File: src/rtl/divide_arbiter_pkg.sv
// Shared types and constants for the divide arbiter: FSM encoding and the
// result pattern returned for a divide-by-zero request.
package divide_arbiter_pkg;

    typedef enum logic [1:0] {
        ST_IDLE  = 2'd0,
        ST_ISSUE = 2'd1,
        ST_WAIT  = 2'd2,
        ST_RESP  = 2'd3
    } state_e;

    // Replicated across the quotient width: divide-by-zero reports all-ones.
    localparam logic DIV0_Q_BIT = 1'b1;

    function automatic int next_rr(input int owner, input int n);
        return (owner + 1 >= n) ? 0 : owner + 1;
    endfunction

endpackage

File: src/rtl/divide_arbiter_if.sv
// Requester-side and divider-side signals of the divide arbiter, with the
// arbiter (master) and environment (slave) views.
interface divide_arbiter_if #(
    parameter int WIDTH = 8,
    parameter int N_REQ = 2,
    parameter int CNT_W = 16
);
    import divide_arbiter_pkg::*;

    // Requesters hold req level-high until they see their one-cycle gnt pulse;
    // gnt means operands were captured, done means the result outputs are valid.
    // The divider sees a one-cycle div_start and answers with a one-cycle div_finish.
    logic [N_REQ-1:0]       req;
    logic [N_REQ*WIDTH-1:0] req_dividend;
    logic [N_REQ*WIDTH-1:0] req_divisor;
    logic [N_REQ-1:0]       gnt;
    logic [N_REQ-1:0]       done;
    logic [WIDTH-1:0]       quotient;
    logic [WIDTH-1:0]       remainder;
    logic                   div_zero;
    logic [CNT_W-1:0]       last_cycles;
    logic                   busy;
    logic                   div_start;
    logic [WIDTH-1:0]       div_dividend;
    logic [WIDTH-1:0]       div_divisor;
    logic [WIDTH-1:0]       div_quotient;
    logic [WIDTH-1:0]       div_remainder;
    logic                   div_finish;
    state_e                 dbg_state;

    modport master (
        input  req, req_dividend, req_divisor,
        input  div_quotient, div_remainder, div_finish,
        output gnt, done, quotient, remainder, div_zero, last_cycles, busy,
        output div_start, div_dividend, div_divisor, dbg_state
    );

    modport slave (
        output req, req_dividend, req_divisor,
        output div_quotient, div_remainder, div_finish,
        input  gnt, done, quotient, remainder, div_zero, last_cycles, busy,
        input  div_start, div_dividend, div_divisor, dbg_state
    );

endinterface

File: src/rtl/divide_arbiter_rr_select.sv
// Combinational round-robin picker: first asserted request at or after the
// pointer, wrapping, returned both one-hot and as an index.
module rr_select #(
    parameter int N     = 2,
    parameter int IDX_W = (N > 1) ? $clog2(N) : 1
) (
    input  logic [N-1:0]     req_i,
    input  logic [IDX_W-1:0] ptr_i,
    output logic [N-1:0]     gnt_o,
    output logic [IDX_W-1:0] idx_o,
    output logic             valid_o
);

    always_comb begin
        int c;
        gnt_o   = '0;
        idx_o   = '0;
        valid_o = 1'b0;
        c       = 0;
        for (int k = 0; k < N; k++) begin
            c = int'(ptr_i) + k;
            if (c >= N) c = c - N;
            if (!valid_o && req_i[IDX_W'(c)]) begin
                valid_o            = 1'b1;
                idx_o              = IDX_W'(c);
                gnt_o[IDX_W'(c)]   = 1'b1;
            end
        end
    end

endmodule

File: src/rtl/divide_arbiter.sv
// Round-robin sharing of one Divide datapath between N_REQ requesters, with
// per-operation divider latency measurement and a divide-by-zero bypass.
module divide_arbiter
    import divide_arbiter_pkg::*;
#(
    parameter int WIDTH = 8,
    parameter int N_REQ = 2,
    parameter int CNT_W = 16
) (
    input logic              clk,
    input logic              rst_n,
    divide_arbiter_if.master bus
);

    localparam int IDX_W = (N_REQ > 1) ? $clog2(N_REQ) : 1;

    state_e             state_q, state_d;
    logic [IDX_W-1:0]   ptr_q, ptr_d;
    logic [IDX_W-1:0]   owner_q, owner_d;
    logic [WIDTH-1:0]   dividend_q, dividend_d;
    logic [WIDTH-1:0]   divisor_q, divisor_d;
    logic               zero_q, zero_d;
    logic [CNT_W-1:0]   cnt_q, cnt_d;
    logic [N_REQ-1:0]   gnt_q, gnt_d;
    logic [N_REQ-1:0]   done_q, done_d;
    logic               start_q, start_d;
    logic [WIDTH-1:0]   quo_q, quo_d;
    logic [WIDTH-1:0]   rem_q, rem_d;
    logic               divz_q, divz_d;
    logic [CNT_W-1:0]   last_q, last_d;

    logic [N_REQ-1:0]   sel_gnt;
    logic [IDX_W-1:0]   sel_idx;
    logic               sel_valid;
    logic [WIDTH-1:0]   op_a, op_b;
    logic [N_REQ-1:0]   owner_oh;

    rr_select #(
        .N     (N_REQ),
        .IDX_W (IDX_W)
    ) u_rr_select (
        .req_i   (bus.req),
        .ptr_i   (ptr_q),
        .gnt_o   (sel_gnt),
        .idx_o   (sel_idx),
        .valid_o (sel_valid)
    );

    always_comb begin
        op_a = '0;
        op_b = '0;
        for (int i = 0; i < N_REQ; i++) begin
            if (sel_gnt[i]) begin
                op_a = bus.req_dividend[i*WIDTH +: WIDTH];
                op_b = bus.req_divisor[i*WIDTH +: WIDTH];
            end
        end
    end

    always_comb begin
        owner_oh          = '0;
        owner_oh[owner_q] = 1'b1;
    end

    always_comb begin
        state_d    = state_q;
        ptr_d      = ptr_q;
        owner_d    = owner_q;
        dividend_d = dividend_q;
        divisor_d  = divisor_q;
        zero_d     = zero_q;
        cnt_d      = cnt_q;
        gnt_d      = '0;
        done_d     = '0;
        start_d    = 1'b0;
        quo_d      = quo_q;
        rem_d      = rem_q;
        divz_d     = divz_q;
        last_d     = last_q;

        unique case (state_q)
            ST_IDLE: begin
                if (sel_valid) begin
                    owner_d    = sel_idx;
                    dividend_d = op_a;
                    divisor_d  = op_b;
                    gnt_d      = sel_gnt;
                    if (op_b != '0) begin
                        start_d = 1'b1;
                        zero_d  = 1'b0;
                        state_d = ST_ISSUE;
                    end else begin
                        zero_d  = 1'b1;
                        state_d = ST_RESP;
                    end
                end
            end
            ST_ISSUE: begin
                cnt_d   = CNT_W'(1);
                state_d = ST_WAIT;
            end
            ST_WAIT: begin
                // Result registers load on the finish edge so done and data appear together in RESP.
                if (bus.div_finish) begin
                    quo_d   = bus.div_quotient;
                    rem_d   = bus.div_remainder;
                    last_d  = cnt_q;
                    divz_d  = 1'b0;
                    done_d  = owner_oh;
                    state_d = ST_RESP;
                end else if (cnt_q != '1) begin
                    cnt_d = cnt_q + CNT_W'(1);
                end
            end
            ST_RESP: begin
                // A zero divisor never reached the divider; its result is produced here instead.
                if (zero_q) begin
                    quo_d  = {WIDTH{DIV0_Q_BIT}};
                    rem_d  = dividend_q;
                    divz_d = 1'b1;
                    last_d = '0;
                    done_d = owner_oh;
                end
                ptr_d   = IDX_W'(next_rr(int'(owner_q), N_REQ));
                state_d = ST_IDLE;
            end
            default: state_d = ST_IDLE;
        endcase
    end

    always_ff @(posedge clk or negedge rst_n) begin
        if (!rst_n) begin
            state_q    <= ST_IDLE;
            ptr_q      <= '0;
            owner_q    <= '0;
            dividend_q <= '0;
            divisor_q  <= '0;
            zero_q     <= 1'b0;
            cnt_q      <= '0;
            gnt_q      <= '0;
            done_q     <= '0;
            start_q    <= 1'b0;
            quo_q      <= '0;
            rem_q      <= '0;
            divz_q     <= 1'b0;
            last_q     <= '0;
        end else begin
            state_q    <= state_d;
            ptr_q      <= ptr_d;
            owner_q    <= owner_d;
            dividend_q <= dividend_d;
            divisor_q  <= divisor_d;
            zero_q     <= zero_d;
            cnt_q      <= cnt_d;
            gnt_q      <= gnt_d;
            done_q     <= done_d;
            start_q    <= start_d;
            quo_q      <= quo_d;
            rem_q      <= rem_d;
            divz_q     <= divz_d;
            last_q     <= last_d;
        end
    end

    assign bus.gnt          = gnt_q;
    assign bus.done         = done_q;
    assign bus.quotient     = quo_q;
    assign bus.remainder    = rem_q;
    assign bus.div_zero     = divz_q;
    assign bus.last_cycles  = last_q;
    assign bus.busy         = (state_q != ST_IDLE);
    assign bus.div_start    = start_q;
    assign bus.div_dividend = dividend_q;
    assign bus.div_divisor  = divisor_q;
    assign bus.dbg_state    = state_q;

endmodule
File: src/flat_wrapper.sv
// flat-port wrapper written by rule: the top's interface ports become plain ports
module divide_arbiter_flat import divide_arbiter_pkg::*;
#(
    parameter int WIDTH = 8,
    parameter int N_REQ = 2,
    parameter int CNT_W = 16
)
  (clk, rst_n, bus_req, bus_req_dividend, bus_req_divisor, bus_div_quotient, bus_div_remainder, bus_div_finish, bus_gnt, bus_done, bus_quotient, bus_remainder, bus_div_zero, bus_last_cycles, bus_busy, bus_div_start, bus_div_dividend, bus_div_divisor, bus_dbg_state);
  divide_arbiter_if #(.WIDTH(WIDTH), .N_REQ(N_REQ), .CNT_W(CNT_W)) bus_i ();
  input logic clk;
  input logic rst_n;
  input wire logic [$bits(bus_i.req)-1:0] bus_req;
  input wire logic [$bits(bus_i.req_dividend)-1:0] bus_req_dividend;
  input wire logic [$bits(bus_i.req_divisor)-1:0] bus_req_divisor;
  input wire logic [$bits(bus_i.div_quotient)-1:0] bus_div_quotient;
  input wire logic [$bits(bus_i.div_remainder)-1:0] bus_div_remainder;
  input wire logic [$bits(bus_i.div_finish)-1:0] bus_div_finish;
  output wire logic [$bits(bus_i.gnt)-1:0] bus_gnt;
  output wire logic [$bits(bus_i.done)-1:0] bus_done;
  output wire logic [$bits(bus_i.quotient)-1:0] bus_quotient;
  output wire logic [$bits(bus_i.remainder)-1:0] bus_remainder;
  output wire logic [$bits(bus_i.div_zero)-1:0] bus_div_zero;
  output wire logic [$bits(bus_i.last_cycles)-1:0] bus_last_cycles;
  output wire logic [$bits(bus_i.busy)-1:0] bus_busy;
  output wire logic [$bits(bus_i.div_start)-1:0] bus_div_start;
  output wire logic [$bits(bus_i.div_dividend)-1:0] bus_div_dividend;
  output wire logic [$bits(bus_i.div_divisor)-1:0] bus_div_divisor;
  output wire logic [$bits(bus_i.dbg_state)-1:0] bus_dbg_state;
  assign bus_i.req = bus_req;
  assign bus_i.req_dividend = bus_req_dividend;
  assign bus_i.req_divisor = bus_req_divisor;
  assign bus_i.div_quotient = bus_div_quotient;
  assign bus_i.div_remainder = bus_div_remainder;
  assign bus_i.div_finish = bus_div_finish;
  assign bus_gnt = bus_i.gnt;
  assign bus_done = bus_i.done;
  assign bus_quotient = bus_i.quotient;
  assign bus_remainder = bus_i.remainder;
  assign bus_div_zero = bus_i.div_zero;
  assign bus_last_cycles = bus_i.last_cycles;
  assign bus_busy = bus_i.busy;
  assign bus_div_start = bus_i.div_start;
  assign bus_div_dividend = bus_i.div_dividend;
  assign bus_div_divisor = bus_i.div_divisor;
  assign bus_dbg_state = bus_i.dbg_state;
  divide_arbiter #(.WIDTH(WIDTH), .N_REQ(N_REQ), .CNT_W(CNT_W)) u_core (.clk(clk), .rst_n(rst_n), .bus(bus_i));
endmodule
File: config.mk
export PLATFORM = sky130hd
export DESIGN_NAME = divide_arbiter_flat
export DESIGN_NICKNAME = d
export VERILOG_FILES = /design/src/rtl/divide_arbiter_pkg.sv /design/src/rtl/divide_arbiter_if.sv /design/src/rtl/divide_arbiter_rr_select.sv /design/src/rtl/divide_arbiter.sv /design/src/flat_wrapper.sv
export SDC_FILE = /design/constraint.sdc
export NUM_CORES = 1
export LEC_CHECK = 0
export BUFFER_PORTS_ARGS = -buffer_cell sky130_fd_sc_hd__buf_2
export CORE_ASPECT_RATIO = 2
export CORE_MARGIN = 1.5
export CORE_UTILIZATION = 25
export DETAILED_ROUTE_END_ITERATION = 10
export PLACE_DENSITY = 0.41
export RECOVER_POWER = 25
export SYNTH_ARGS = -nofsm -noshare
export SYNTH_HDL_FRONTEND = slang
export SYNTH_SLANG_ARGS = --single-unit
File: constraint.sdc
create_clock -name clk -period 4.4 [get_ports clk]
set_input_delay 0.44 -clock clk [delete_from_list [all_inputs] [get_ports clk]]
set_output_delay 0.44 -clock clk [all_outputs]
set_load 0.05 [all_outputs]
## Yosys cells after proc, flatten, opt, wreduce, memory -nomap -nowiden

Cells that the tools add are included.

| storage, ports and cells | value |
|---|---|
| output and inout bits | 57 |
| register bits after elaboration | 75 |

| cells by class | value |
|---|---|
| multiplexer cells | 51 |
| add/sub/neg operators | 5 |
| bitwise logic cells | 1 |
| $lt $le $gt $ge | 9 |
| reduce and logical (&&, ||, !) cells | 14 |
| eq/ne operators | 9 |

Operators by type and width:

| cell | count |
|---|---|
| $mux W16 | 4 |
| $mux W8 | 8 |
| $pmux W16 S2 | 2 |
| $pmux W8 S2 | 2 |
| $mux W1 | 20 |
| $mux W2 | 9 |
| $add A16 B1 Y16 const B | 1 |
| $ne A16 B16 Y1 const B | 1 |
| $pmux W2 S4 | 1 |
| $reduce_bool A8 Y1 | 1 |
| $lt A1 B3 Y1 const B | 2 |
| $ne A2 B1 Y1 const B | 3 |
| $reduce_and A3 Y1 | 2 |
| $reduce_bool A2 Y1 | 3 |
| $add A1 B1 Y2 const B | 2 |
| $eq A2 B2 Y1 const B | 2 |
| $ge A2 B2 Y1 const B | 2 |
| $logic_and A1 B1 Y1 | 4 |
| $ne A2 B2 Y1 const B | 2 |
| $pmux W2 S2 | 1 |
| $reduce_and A2 Y1 | 2 |
| $demux W1 S1 | 3 |
| $ge A1 B1 Y1 const B | 3 |
| $eq A2 B1 Y1 const B | 1 |
| 7 further kinds | 8 |

## Logic depth before layout (Yosys ltp)

| depth | value |
|---|---|
| depth after elaboration | 15 |
| gate-level depth with buffers | 8 |

## Modules after synthesis

A second synthesis with hierarchy kept.

| unflattened totals | value |
|---|---|
| cell total of the unflattened synthesis | 341 |
| area total of the unflattened synthesis | 3548.4 µm² |

By module, submodules not included:

| module | cells an instance | instances | area each (µm²) |
|---|---|---|---|
| divide_arbiter | 336 | 1 | 3513.4 |
| rr_select | 5 | 1 | 35.0 |

## Worst setup path before layout

No wires, ideal clock.

| path | value |
|---|---|
| path type | register -> register |
| start point | register u_core.state_q[0], in the netlist u_core.bus.dbg_state[0] |
| end point | register u_core.rem_q[3], in the netlist u_core.bus.remainder[3] |
| cell stages (with the launch flop) | 7 |
| path slack | 2272 ps |
| data arrival time | 1993 ps |
| period minus slack after synthesis | 2128 ps |
| library setup time | 135 ps |
| path through | dfrtp_1 > inv_1 > ha_1 > o211ai_1 > clkbuf_1 > clkbuf_1 > o21ai_0 |

| on the way | value |
|---|---|
| longest elaborated chain between the ends | 3 |

RTL lines:

| what | line | text |
|---|---|---|
| start, declared | divide_arbiter.sv:17 | `state_e state_q, state_d;` |
| start signal, assigned | divide_arbiter.sv:148 | `state_q <= state_d;` |
| $eq A2 B2 Y1 | divide_arbiter.sv:81 | `unique case (state_q)` |
| $ne A2 B1 Y1 (no source line), or another cell as far along | - |  |
| $reduce_and A3 Y1 (no source line) | - |  |
| end signal, assigned | divide_arbiter.sv:159 | `rem_q <= rem_d;` |
| end, declared | divide_arbiter.sv:28 | `logic [WIDTH-1:0] rem_q, rem_d;` |

Parallel ways exist; a longest one is shown, timed or not.
A chain may end at the register's enable or synchronous reset.

## Final worst setup path

| path | value |
|---|---|
| start point | register u_core.state_q[0], in the netlist u_core.bus.dbg_state[0] |
| end point | register u_core.cnt_q[9] |

| on the way | value |
|---|---|
| longest elaborated chain between the ends | 3 |

RTL lines:

| what | line | text |
|---|---|---|
| $eq A2 B2 Y1 / $eq A2 B1 Y1 (equally long branches) | divide_arbiter.sv:81 |  |
| $ne A2 B1 Y1 (no source line), or another cell as far along | - |  |
| $reduce_and A3 Y1 (no source line) | - |  |
| end signal, assigned | divide_arbiter.sv:154 | `cnt_q <= cnt_d;` |
| end, declared | divide_arbiter.sv:23 | `logic [CNT_W-1:0] cnt_q, cnt_d;` |

Parallel ways exist; a longest one is shown, timed or not.

==> flow_summary.json <==
{
  "synth_nets": 365,
  "setup.worst_path.end_class": "flip-flop",
  "die_h_um": 165.5,
  "critPathKind": "flip-flop to flip-flop",
  "grt_use_total_pct": 13.43,
  "synthCells": 306,
  "post_cts_resized": 0,
  "wl_um": 9146,
  "fin_skew_ns": 0.009187,
  "critPathArrivalTime_ns": 2.76,
  "critPathLaunch": "u_core.bus.dbg_state[0]",
  "grt_pass1_wl_um": 14370,
  "insertedDiodeCount": 0,
  "crit_fanout": 21,
  "max_stage_delay_ns": 0.54,
  "maxSlewViolCount": 75,
  "synth_edf_count": 0,
  "rsz0062_at_grt": "false",
  "avgRoutedWirePerCell_um": 16.63,
  "relSlewSlack_pct": -28.02,
  "p_leak_nw": 2.028,
  "timing.final.crit_share_pct": 57.97,
  "final_antenna_net_count": 0,
  "synth_top_family_by_area": "compound AO/OA/AOI/OAI gates",
  "via_per_inst": 4.785,
  "syn_area_per_cell_um2": 10.79,
  "path_delay_family": "buffers and inverters",
  "worstSetupStartpointType": "flip-flop",
  "drcViolationCount": 0,
  "io_pins": 110,
  "total_power_mw": 3.435,
  "die_area_mm2": 0.01395,
  "hp-start": "bus_req_divisor[2]",
  "tns_ns": 0,
  "worst_pin_slew_ns": 1.920,
  "finalHoldViolations": 0,
  "antenna_found_initial": 0,
  "reg2reg_from": "u_core.bus.dbg_state[0]",
  "cts_made_buffers": 9,
  "p_per_area_mw_per_mm2": 815.9,
  "synth-seq-cells": 74,
  "start_util_pct": 25.56,
  "grt_start_max_net_pins": 75,
  "fmax_mhz": 392.1,
  "cts_sinks": 74,
  "cts_setup_buffers": 0,
  "vias": 2632,
  "hpwlAfterDp_um": 6524,
  "rows": 59,
  "synthAdderAreaFrac_pct": 2.274,
  "hp-class": "primary input to flip-flop",
  "drt-initial-drc-count": 91,
  "cpMostUsedCell": "inv_1",
  "io_buffers": 91,
  "finalSetupViolCount": 0,
  "finalCriticalPeriod_ns": 2.551,
  "synth-main-ff-cell": "dfrtp_1",
  "globalplace.congestion": 0.7484,
  "worstPathCellList": "inv_1 -> ha_1 -> inv_1 -> nor2_1 -> o21ai_0 -> a22oi_1 -> o22ai_1",
  "ir_worst_vdd_mv": 0.4556,
  "synth_xor_area_share_pct": 2.387,
  "syn_area_mm2": 0.003302,
  "clockBufferDepth": 2,
  "violations": "capacitance limit, slew limit",
  "clk_pin_slew_ns": 0.06,
  "cts_htree_levels": 3,
  "synthSimpleGateAreaFrac_pct": 13.79,
  "core_area_mm2": 0.01292,
  "cts_tree": "done",
  "cp_num_buf_inv": 2,
  "drtPass1Iterations": 4,
  "clock_latency_ns": 0.33,
  "hold-worst-slack_ns": 0.3367,
  "synth-seq-area-share_pct": 56.08,
  "first_global_vias": 2687,
  "areaGrowthSynthToFinish_pct": 27.51,
  "final_layout_size_suffix_gt1_share_pct": 30.15,
  "cts_root_buffer": "clkbuf_16",
  "ys_warn_count": 0,
  "die_w_um": 84.27,
  "final_util_pct": 32.59,
  "synth_cell_types": 47,
  "grt-ovfl-total": 0,
  "synthArstFlopShare_pct": 100.0,
  "slowest_stage": "ha_1",
  "synthMuxAreaShare_pct": 3.031,
  "synth_compound_area_share_pct": 18.91,
  "status": "finished with violations",
  "crit_required_ns": 4.61,
  "cts.hold.buffers_added": 0,
  "nets": 452,
  "cap_violations": 1
}
-- metrics by stage --
| step | instances | area (um2) | worst slack, ns |
|---|---|---|---|
| after global placement | 534 | 3901 | 1.809 |
| after CTS | 550 | 4213 | 1.771 |
| after global routing | 550 | 4210 | 1.599 |
| after floorplan | 306 | 3302 | 2.272 |
| final | 550 | 4210 | 1.849 |
| after detailed placement | 534 | 3901 | 1.801 |
-- worst register-to-register path, delay by kind of cell (launching register included) --
family                     cells  cell delay [ns]
buffers and inverters          2             0.63
DFF                            1             0.42
AOI/OAI and AO/OA              3             0.51
adders and majority gates      1             0.54
and+or+nand+nor                1             0.32
-- cell usage after synthesis, types with 3 or more instances --
master	n	area (um2)
xnor2_1	9	78.83
ha_1	6	75.07
inv_1	9	33.78
nand2_1	37	138.9
nor3_1	6	30.03
nor2_1	21	78.83
clkbuf_1	13	48.80
nand3_1	7	35.03
mux2i_1	10	100.1
buf_2	3	15.01
dfrtp_1	74	1852
a21oi_1	10	50.05
o21ai_0	19	95.09
a22o_1	33	289.0
o22ai_1	8	50.05
-- cell type report --
cell class / instances / area [um2]
sequential: 74 / 1852
tap: 152 / 190.2
fill: 1331 / 8708
multi-input combinational: 204 / 1338
timing repair buffer: 95 / 485.5
clock buffer: 11 / 232.7
inverter: 9 / 33.78
clock inverter: 5 / 78.83
-- metal layers --
layer  track usage, %  up-vias  share of wire [%]
met1            13.82     1271                 37
met5                0        -                  0
met4            5.812        0                1.9
met3            3.231       12                5.1
met2            25.45       71                 56
li1                 -     1278                  -
-- power breakdown --
group / switching [mW] / internal, mW / leakage, nW / total, mW
logic: 1.21 / 0.408 / 0.905 / 1.62
clock network: 0.281 / 0.496 / 0.153 / 0.777
registers: 0.142 / 0.899 / 0.969 / 1.04
total: 1.63 / 1.80 / 2.03 / 3.44
-- state kept, by name (all words and copies together) (netlist names) --
register,count
u_core.bus.div_zero,1
u_core.bus.quotient,8
u_core.bus.last_cycles,16
u_core.bus.dbg_state,2
u_core.bus.remainder,8
u_core.bus.done,2
u_core.owner_q,1
u_core.bus.div_start,1
u_core.bus.gnt,1
u_core.bus.div_dividend,8
u_core.cnt_q,16
u_core.ptr_q,1
u_core.zero_q,1
u_core.bus.div_divisor,8
-- logic make-up (layout without fill, tap and decap cells) --
kind of cell | count (synthesis) | after routing
multiplexers | 10 | 10
AND/OR/NAND/NOR | 92 | 92
buffers and inverters | 28 | 120
XOR/XNOR | 9 | 9
adder cells (fa/ha/maj) | 6 | 6
AO/OA/AOI/OAI | 86 | 86
other | 1 | 1
flip-flops | 74 | 74
-- worst paths after layout --
check,to,slack [ns],cells past startpoint
max in group asynchronous,u_core.bus.div_dividend[6],2.61,1
max reg2reg,u_core.cnt_q[9],1.85,7
min reg2reg,u_core.bus.quotient[3],0.47,2
min,u_core.bus.div_divisor[2],0.34,2
max,u_core.cnt_q[9],1.85,7
min in group asynchronous,u_core.bus.quotient[6],0.61,1
-- cell usage in the layout, fill, tap and decap left out, types with 4 or more instances in the layout --
master,n
o21ai_0,19
nor3_1,6
o22ai_1,8
buf_4,4
nand2_1,37
inv_1,9
clkbuf_16,9
nor2_1,21
xnor2_1,9
buf_2,90
a22o_1,33
mux2i_1,10
nand3_1,7
dfrtp_1,74
ha_1,6
a21oi_1,10
Note: power is estimated with default switching activity, not from simulation.
